### config.mk
export PLATFORM = sky130hd
export DESIGN_NAME = nibble_sub_serial
export DESIGN_NICKNAME = d
export VERILOG_FILES = /design/src/rtl/nibble_sub_serial_pkg.sv /design/src/rtl/nibble_sub_serial_sub4.sv /design/src/rtl/nibble_sub_serial.sv
export SDC_FILE = /design/constraint.sdc
export NUM_CORES = 1
export LEC_CHECK = 0
export BUFFER_PORTS_ARGS = -buffer_cell sky130_fd_sc_hd__buf_2
export CORE_MARGIN = 1
export CORE_UTILIZATION = 45
export DETAILED_ROUTE_END_ITERATION = 16
export PLACE_DENSITY = 0.79
export REMOVE_ABC_BUFFERS = 1
export SKIP_CTS_REPAIR_TIMING = 1
export SKIP_LAST_GASP = 1
export SLEW_MARGIN = 20
export SYNTH_ARGS = -nofsm -noshare
export SYNTH_HDL_FRONTEND = slang
export SYNTH_SLANG_ARGS = --single-unit
### constraint.sdc
create_clock -name clk -period 2.65 [get_ports clk]
set_clock_uncertainty 0.1 [all_clocks]
set_input_delay 0.1325 -clock clk [delete_from_list [all_inputs] [get_ports clk]]
set_output_delay 0.1325 -clock clk [all_outputs]
set_load 0.02 [all_outputs]
### src/rtl/nibble_sub_serial_pkg.sv
// Shared definitions for the nibble-serial subtractor.
// Holds the FSM state encoding and the nibble/data width constants.
package nibble_sub_serial_pkg;

    localparam int unsigned NIB_W  = 4;
    localparam int unsigned DATA_W = 8;

    typedef enum logic [1:0] {
        StIdle = 2'd0,
        StLo   = 2'd1,
        StHi   = 2'd2,
        StDone = 2'd3
    } state_e;

endpackage

### src/rtl/nibble_sub_serial_sub4.sv
// 4-bit subtractor with borrow-in and borrow-out, purely combinational.
// Ports:
//   a, b  - nibble operands (a - b)
//   bin   - borrow in
//   d     - 4-bit difference, modulo 2^4
//   bout  - borrow out (1 when a < b + bin)
module nibble_sub4
    import nibble_sub_serial_pkg::*;
(
    input  logic [NIB_W-1:0] a,
    input  logic [NIB_W-1:0] b,
    input  logic             bin,
    output logic [NIB_W-1:0] d,
    output logic             bout
);

    logic [NIB_W:0] full;

    // One extra bit catches the wrap-around; it is the borrow.
    always_comb begin
        full = {1'b0, a} - {1'b0, b} - {{NIB_W{1'b0}}, bin};
        d    = full[NIB_W-1:0];
        bout = full[NIB_W];
    end

endmodule

### src/rtl/nibble_sub_serial.sv
// Nibble-serial 8-bit subtractor with valid/ready handshakes on both sides.
// Operands are captured in IDLE, the low nibble is subtracted in LO, the high
// nibble (with the low-nibble borrow) in HI when ctrl=1, and the result is
// presented in DONE until the consumer accepts it.
// Ports:
//   clk, rst            - clock, synchronous active-high reset
//   in_valid, in_ready  - operand handshake (in_ready only in IDLE)
//   A, B, ctrl          - minuend, subtrahend, mode (0 = low nibble, 1 = full)
//   out_valid, out_ready- result handshake (out_valid only in DONE)
//   diff, borrow        - difference and final borrow
module nibble_sub_serial
    import nibble_sub_serial_pkg::*;
(
    input  logic              clk,
    input  logic              rst,
    input  logic              in_valid,
    output logic              in_ready,
    input  logic [DATA_W-1:0] A,
    input  logic [DATA_W-1:0] B,
    input  logic              ctrl,
    output logic              out_valid,
    input  logic              out_ready,
    output logic [DATA_W-1:0] diff,
    output logic              borrow
);

    state_e            state_q, state_d;
    logic [DATA_W-1:0] a_q, b_q;
    logic              ctrl_q;
    logic [DATA_W-1:0] diff_q;
    logic              borrow_q;
    logic              bint_q;

    logic [NIB_W-1:0]  sub_a, sub_b, sub_d;
    logic              sub_bin, sub_bout;

    // Single subtractor shared by both phases; HI selects the upper nibble.
    always_comb begin
        if (state_q == StHi) begin
            sub_a   = a_q[DATA_W-1:NIB_W];
            sub_b   = b_q[DATA_W-1:NIB_W];
            sub_bin = bint_q;
        end else begin
            sub_a   = a_q[NIB_W-1:0];
            sub_b   = b_q[NIB_W-1:0];
            sub_bin = 1'b0;
        end
    end

    nibble_sub4 u_sub4 (
        .a    (sub_a),
        .b    (sub_b),
        .bin  (sub_bin),
        .d    (sub_d),
        .bout (sub_bout)
    );

    always_comb begin
        state_d = state_q;
        case (state_q)
            StIdle:  if (in_valid) state_d = StLo;
            StLo:    state_d = ctrl_q ? StHi : StDone;
            StHi:    state_d = StDone;
            StDone:  if (out_ready) state_d = StIdle;
            default: state_d = StIdle;
        endcase
    end

    always_ff @(posedge clk) begin
        if (rst) begin
            state_q  <= StIdle;
            a_q      <= '0;
            b_q      <= '0;
            ctrl_q   <= 1'b0;
            diff_q   <= '0;
            borrow_q <= 1'b0;
            bint_q   <= 1'b0;
        end else begin
            state_q <= state_d;
            case (state_q)
                StIdle: begin
                    if (in_valid) begin
                        a_q    <= A;
                        b_q    <= B;
                        ctrl_q <= ctrl;
                    end
                end
                StLo: begin
                    diff_q[NIB_W-1:0] <= sub_d;
                    bint_q            <= sub_bout;
                    // Low-nibble mode finishes here: upper nibble forced to zero.
                    if (!ctrl_q) begin
                        diff_q[DATA_W-1:NIB_W] <= '0;
                        borrow_q               <= sub_bout;
                    end
                end
                StHi: begin
                    diff_q[DATA_W-1:NIB_W] <= sub_d;
                    borrow_q               <= sub_bout;
                end
                default: ;
            endcase
        end
    end

    assign in_ready  = (state_q == StIdle);
    assign out_valid = (state_q == StDone);
    assign diff      = diff_q;
    assign borrow    = borrow_q;

endmodule

# After elaboration in Yosys (flattened, before gate mapping)
# Cells that the tools add are included.
[word_totals] register_bits=29 in_bits=21 output_inout_bits=11 word_cells=32
[classes] addsub=2 n_eq_ne=6 muxes=11 n_reduce_logical=5
[op_table] cell="$mux 4" count=3
[op_table] cell="$pmux 2 s4" count=1
[op_table] cell="$pmux 4 s2" count=1
[op_table] cell="$reduce_and 2->1" count=3
[op_table] cell="$sub 4x4->5" count=1
[op_table] cell="$sub 5x1->5" count=1
[op_table] cell="$eq 2x2->1 const B" count=2
[op_table] cell="$mux 2" count=2
[op_table] cell="$ne 2x2->1 const B" count=2
[op_table] cell="$mux 1" count=3
[op_table] cell="$eq 2x1->1 const B" count=1
[op_table] cell="$logic_not 2->1" count=1
[op_table] cell="$ne 2x1->1 const B" count=1
[op_table] cell="$pmux 1 s2" count=1
[op_table] cell="$reduce_bool 2->1" count=1

# Logic depth before layout (Yosys ltp)
# Gate-level depths: netlist of the first run.
[logic_depth] depth_word=6 depth_mapped=11

# Cells and area by module
# From an unflattened synthesis of the first run, not the netlist that was laid out.
[unflattened] hier_cells=169 hier_area_um2=1501.4
[by_module_without_submodules] module="nibble_sub_serial" n_inst=1 cells_per_inst=145 area_per_inst_um2=1293.7 seq_area_each_um2=580.6
[by_module_without_submodules] module="nibble_sub4" n_inst=1 cells_per_inst=24 area_per_inst_um2=207.7 seq_area_each_um2=0.0

# Worst setup path after synthesis of the first run
# Ideal clock, no wire load.
[synth_timing] path_kind="register to register" from="register state_q[0]" to="register borrow_q, in the netlist borrow" arrival_time_ns=2.525 setup_slack_ns=-0.066 stages_incl_launch_ff=11 n_path_buf=1 period_less_slack_ns=2.716 path_cell_list="dfxtp_1 inv_1 ha_1 buf_2 mux2_2 fa_1 fa_1 nand2_1 a21oi_2 xnor2_1 a311oi_1"
[synth_via] elab_chain_len=6
[synth_rtl] element="start: declaration" line="nibble_sub_serial.sv:27" rtl="state_e state_q, state_d;"
[synth_rtl] element="start signal: assignment" line="nibble_sub_serial.sv:71" rtl="state_q <= StIdle;"
[synth_rtl] element="start signal: assignment" line="nibble_sub_serial.sv:79" rtl="state_q <= state_d;"
[synth_rtl] element="$eq 2x2->1" line="nibble_sub_serial.sv:39, nibble_sub_serial.sv:80"
[synth_rtl] element="$mux 4" line="nibble_sub_serial.sv:39" rtl="if (state_q == StHi) begin"
[synth_rtl] element="$sub 4x4->5" line="nibble_sub_serial_sub4.sv:21" rtl="full = {1'b0, a} - {1'b0, b} - {{NIB_W{1'b0}}, bin};"
[synth_rtl] element="$sub 5x1->5" line="nibble_sub_serial_sub4.sv:21"
[synth_rtl] element="$mux 1" line="nibble_sub_serial.sv:92" rtl="if (!ctrl_q) begin"
[synth_rtl] element="$pmux 1 s2" line="nibble_sub_serial.sv:80" rtl="case (state_q)"
[synth_rtl] element="end signal: assignment" line="nibble_sub_serial.sv:94" rtl="borrow_q <= sub_bout;"
[synth_rtl] element="end signal: assignment" line="nibble_sub_serial.sv:99" rtl="borrow_q <= sub_bout;"
[synth_rtl] element="end: declaration" line="nibble_sub_serial.sv:31" rtl="logic borrow_q;"
# Several ways; a longest one is shown, not always the timed one. The select of a mux whose other input is x is not followed.
# A chain may end at the register's enable or synchronous reset.

# Worst setup path after layout of the first run
# Same ends and word-level chain as after synthesis.

==> metrics.txt, run 1 <==
outcome=finished, violations left; failing checks=design-rule violations; sw frac=0.409; combinational share of power=0.523; final wirelength=2.90 mm; 1st-iter DRT viols=21; hold path endpoint=state_q[1]$_SDFFE_PP0P_; first-pass GRT wire length=4.55 mm; Peak Freq=398 MHz; syn_area_per_cell=8.70 um^2; critical path cell sequence=inv_1 > ha_4 > mux2_2 > fa_1 > fa_2 > nand2_1 > a21oi_2 > xnor2_1 > a311oi_1; reg2reg end=borrow$_SDFFE_PP0P_; Num CTS Buffers=5; Slew @ Worst Pin=0.551 ns; CP Class=flop to flop; crit-path max FO=5; vias in the first global route=~1000; gr usage total=0.181; Clock Tree Root=clkbuf_4; hpwl dp=1.93 mm; RSZ-0062 raised after global routing=no; post-synthesis sequential area ratio=0.417; Final Setup Violations=0; commonest non-fill, non-tap cells in the layout=nand2_1 (40), buf_2 (31), dfxtp_1 (29); I/O pins=32; Die Width=57.6 um; Final min period=around 2.5 ns; CP bufs+invs=1; Slowest cell on crit path=fa_1; worst path arrival time=2.65 ns; Slew headroom=0.632; CTS clock-pin slew for the worst setup and hold paths=0.09 ns; Max clock buf depth=2; leakage=0.777 nW; clock latency on the worst-skew pair=0.32 ns; FF-to-FF setup slack=between 0.1 and 0.15 ns; Synth Instances=160; synthesized area=1390 um^2; Final Util=0.634; sequential share of power=0.329; vias per cell=5.00; CTS tree=yes; die area=3320 um^2; Hold Crit Class=primary input to flop; Unique masters post-synth=32; port buffer count=31; pin count of the biggest net entering global routing=31; # DRC=3; cell family with most CP delay=adder cells; Largest stage delay, worst path=0.46 ns; Worst EP required=2.79 ns; Die Ht=57.6 um; nature of the critical path endpoint=flop; share of cells above drive strength 1=0.243; detailed-route via count=1204; Final nets=241; clock share of power=0.148; Seq cells post-synth=29; FF-to-FF Start=state_q[0]$_SDFFE_PP0P_; Slew Viols, Final=0; Core ar.=between 2000 and 3000 um^2; Routed WL per cell=12.0 um; type of origin of the critical path=flop; min-delay src=out_ready; ant diodes=0; Initial Util=0.488; crit share post-route=0.947; Cells on Worst Hold Path=4; Max Cap Viol=0; Core Rows=19; yosys warns=0; TritonRoute pass-1 iters=9; fillers=258; power per cell area=1020 nW/um^2; Int Pwr=around 1.1 mW; total net switching power=between 700 and 800 uW; Post-DRT Antenna Nets=0; H-tree depth=2; Peak supply drop=0.450 mV; GRT overflow=0; Placer Congestion=0.741; Sink Count=29; commonest non-fill, non-tap cell in the layout=nand2_1; Worst Reg-to-Reg Cells=9; initial antenna violation count=0; Pwr Total=1.84 mW; Layout area overhead=30.0%; Fin. Hold Viols=0
[cells in the mapped netlist]
library cell | number | area, um^2
a32oi_1 | 1 | 8.76
nor2_1 | 9 | 33.8
buf_2 | 4 | 20.0
o31ai_1 | 1 | 7.51
mux2_4 | 1 | 15.0
buf_4 | 1 | 7.51
a311oi_1 | 1 | 8.76
a21boi_2 | 1 | 11.3
fa_1 | 2 | 40.0
nand3b_1 | 1 | 7.51
a211o_1 | 1 | 8.76
xnor2_1 | 2 | 17.5
inv_1 | 9 | 33.8
and2_1 | 2 | 12.5
nand4_1 | 1 | 6.26
xor2_1 | 1 | 8.76
ha_1 | 8 | 100
a211oi_1 | 3 | 22.5
a31oi_1 | 1 | 6.26
mux2_2 | 4 | 45.0
nor2b_1 | 2 | 12.5
nand2_1 | 40 | 150
o22ai_1 | 1 | 6.26
dfxtp_1 | 29 | 581
o31ai_2 | 1 | 12.5
a21oi_2 | 1 | 8.76
a21oi_1 | 19 | 95.1
or2_2 | 1 | 6.26
clkbuf_1 | 3 | 11.3
mux2i_1 | 6 | 60.1
nand4b_1 | 1 | 8.76
a2bb2oi_1 | 2 | 17.5
[stage by stage]
step	setup TNS [ns]	setup WS (ns)	hold slack (ns)	cells	instance area, um^2
finish	0	0.140	0.151	241	1810
global route	0	0.0218	0.180	241	1810
CTS	0	0.0275	-0.0713	224	1620
detailed placement	0	0.0387	0.280	217	1570
global placement	0	0.117	0.273	217	1570
floorplan	-0.152	-0.0937	0.102	152	1350
[how the worst max path moves through the flow]
stage,from,endpoint,slack (ns),cells past startpoint
6_report,state_q[0]$_SDFFE_PP0P_,borrow$_SDFFE_PP0P_,0.14,9
5_1_grt,state_q[0]$_SDFFE_PP0P_,diff[7]$_SDFFE_PP0P_,0.02,10
4_1_cts,state_q[1]$_SDFFE_PP0P_,borrow$_SDFFE_PP0P_,0.03,8
3_3_place_gp,state_q[0]$_SDFFE_PP0P_,borrow$_SDFFE_PP0P_,0.12,9
2_1_floorplan,state_q[0]$_SDFFE_PP0P_,borrow$_SDFFE_PP0P_,-0.09,9
3_5_place_dp,state_q[1]$_SDFFE_PP0P_,borrow$_SDFFE_PP0P_,0.04,8
[logic make-up (layout without fill, tap and decap cells)]
family,count (synthesis),in the layout,share of synthesized area
XOR/XNOR,3,3,0.0189
AND/OR/NAND/NOR,57,57,0.171
multiplexers,11,11,0.0863
adder cells (fa/ha/maj),10,10,0.101
AO/OA/AOI/OAI,33,33,0.154
flip-flops,29,29,0.417
buffers and inverters,17,67,0.0522
[registers in the layout, indices dropped and copies added (netlist names)]
register / flops
a_q: 8
b_q: 8
bint_q: 1
borrow: 1
ctrl_q: 1
diff: 8
state_q: 2
[worst register-to-register path: cells and delay by family, from the launching register on]
family	cells	cell delay, ns
buffers and inverters	1	0.11
and+or+nand+nor	1	0.09
AOI/OAI and AO/OA	2	0.32
xor gates and xnor gates	1	0.15
adders and majority gates	3	0.99
muxes	1	0.35
DFF	1	0.32
[metal layers]
metal / track usage / up-vias / wire length (um)
met4: 0.0732 / 0 / 36
met5: 0 / - / 0
li1: - / 634 / -
met2: 0.277 / 27 / 1410
met3: 0.0567 / 5 / 117
met1: 0.238 / 538 / 1330
[area by class of cell]
type | count | area (um^2) | share of cell area
inverter | 9 | 33.8 | 0.0187
sequential | 29 | 581 | 0.321
tap | 31 | 38.8 | 0.0214
clock buffer | 7 | 55.1 | 0.0304
timing repair buffer | 51 | 348 | 0.192
multi-input combinational | 114 | 753 | 0.416
[power by group through the flow]
stage	Clock (mW)	Sequential [mW]	Combinational, mW
2_1_floorplan	0	0.655	0.643
3_3_place_gp	0	0.609	0.906
3_5_place_dp	0	0.614	0.929
4_1_cts	0.276	0.604	0.931
5_1_grt	0.301	0.618	1.07
6_report	0.272	0.606	0.964
(Power assumes the default switching activity.)
==> run 2: changes to the inputs <==
--- a/config.mk
+++ b/config.mk
@@ -5,11 +5,11 @@
 export SDC_FILE = /design/constraint.sdc
 export NUM_CORES = 1
 export LEC_CHECK = 0
-export BUFFER_PORTS_ARGS = -buffer_cell sky130_fd_sc_hd__buf_2
 export CORE_MARGIN = 1
 export CORE_UTILIZATION = 45
 export DETAILED_ROUTE_END_ITERATION = 16
-export PLACE_DENSITY = 0.79
+export DONT_BUFFER_PORTS = 1
+export PLACE_DENSITY = 0.7
 export REMOVE_ABC_BUFFERS = 1
 export SKIP_CTS_REPAIR_TIMING = 1
 export SKIP_LAST_GASP = 1
==> run 2 against run 1 <==
  * Highest routed layer unchanged
  * The flow still finishes with violations (design-rule violations)
  * Wire length decreased by 7.8%
  * Via count is 7.8% lower
  * Sequential power grew 8.7%
  * First-iteration DRC count up 14%
  * Largest cell class unchanged
  * Combinational power down 12%
  * Sequential share of layout area increased by 2.7 points
  * Cell count is 12% lower
  * Fmax rose by 2.0%
==> metrics.txt, run 2 (synthesis gave the netlist of run 1 again) <==
outcome=finished, violations left; failing checks=design-rule violations; GRT overflow=0; 1st-iter DRT viols=24; vias in the first global route=1045; Pwr Total=approximately 1.8 mW; Slew headroom=0.627; detailed-route via count=approximately 1100; Placer Congestion=0.775; Peak Freq=approximately 400 MHz; Sink Count=29; cell area after layout=1670 um^2; Post-DRT Antenna Nets=0; I/O pins=32; vias per cell=roughly 5.2; initial antenna violation count=0; Final nets=211; leakage=0.643 nW; final worst slack=0.190 ns; crit-path max FO=2; Routed WL per cell=12.6 um; TritonRoute pass-1 iters=10; CP Class=flop to flop; Slew Viols, Final=0; Final min period=2.46 ns; Core ar.=2850 um^2; Layout area overhead=20.0%; Initial Util=0.488; RSZ-0062 raised after global routing=no; crit share post-route=0.928; Die Width=slightly below 60 um; share of cells above drive strength 1=0.116; power per cell area=1050 nW/um^2; Slew @ Worst Pin=0.560 ns; gr usage total=0.184; Num CTS Buffers=5; clock latency on the worst-skew pair=between 0.3 and 0.4 ns; Max clock buf depth=2; ant diodes=0; met2 WL=1.28 mm; WHS=~0.058 ns; FF-to-FF setup slack=0.19 ns; port buffer count=0; Die Ht=roughly 58 um; final std cells w/o fill=212; hpwl dp=about 1.8 mm; Max Cap Viol=0; worst path arrival time=2.61 ns; setup tns final=0 ns; final wirelength=around 2.7 mm; Core Rows=19; H-tree depth=2; pin count of the biggest net entering global routing=31; Max Used Layer=met4; WL met1=1.19 mm; commonest non-fill, non-tap cells in the layout=nand2_1 (40), dfxtp_1 (29), a21oi_1 (19); nature of the critical path endpoint=flop; Final Util=0.585; CTS tree=yes; Fin. Hold Viols=0; Final Setup Violations=0; Worst EP required=around 2.8 ns; # DRC=3; Hold Crit Class=primary input to flop; Peak supply drop=0.451 mV; first-pass GRT wire length=roughly 4.5 mm; placed cell area=~1400 um^2; dpl cells=~190; commonest non-fill, non-tap cell in the layout=nand2_1; type of origin of the critical path=flop; met3 routed WL=163 um; Place WS=0.0613 ns; die area=about 3300 um^2; Clock Tree Root=clkbuf_4; CTS clock-pin slew for the worst setup and hold paths=0.08 ns
run 2: cell count changes in the layout (fill, tap and decap cells not counted), sizes merged:
cell / delta
buf: -31
clkbuf: +1
dlygate4sd3: +1
run 2: report_power, final:
group / leakage, nW / total (mW) / switching, mW / internal, mW
Clock: 0.0265 / 0.249 / 0.144 / 0.105
Sequential: 0.238 / 0.659 / 0.112 / 0.547
Combinational: 0.379 / 0.845 / 0.470 / 0.375
run 2: area by class of cell:
class,count,area [um^2]
sequential,29,581
multi-input combinational,114,748
fill,277,1180
timing repair buffer,21,219
inverter,9,33.8
tap,31,38.8
clock buffer,8,48.8
run 2: critical path: stages (launching register included):
cell and delay (ns):
dfxtp_1 0.32, inv_1 0.09, ha_2 0.20, mux2_2 0.35, fa_2 0.41, fa_2 0.37, nand2_1 0.10, a21oi_2 0.06
xnor2_1 0.14, a311oi_1 0.25
run 2: layer usage:
| layer | GRT usage | up-vias |
|---|---|---|
| li1 | - | 581 |
| met1 | 0.205 | 498 |
| met2 | 0.301 | 26 |
| met3 | 0.102 | 5 |
| met4 | 0.0523 | 0 |
| met5 | 0 | - |
run 2: worst paths after layout:
| kind | end | start | cells past startpoint |
|---|---|---|---|
| hold / removal | state_q[1]$_SDFFE_PP0P_ | in_valid | 3 |
| setup reg to reg | borrow$_SDFFE_PP0P_ | state_q[0]$_SDFFE_PP0P_ | 9 |
| hold reg to reg | a_q[2]$_SDFFE_PP0P_ | a_q[2]$_SDFFE_PP0P_ | 2 |
| setup / recovery | borrow$_SDFFE_PP0P_ | state_q[0]$_SDFFE_PP0P_ | 9 |
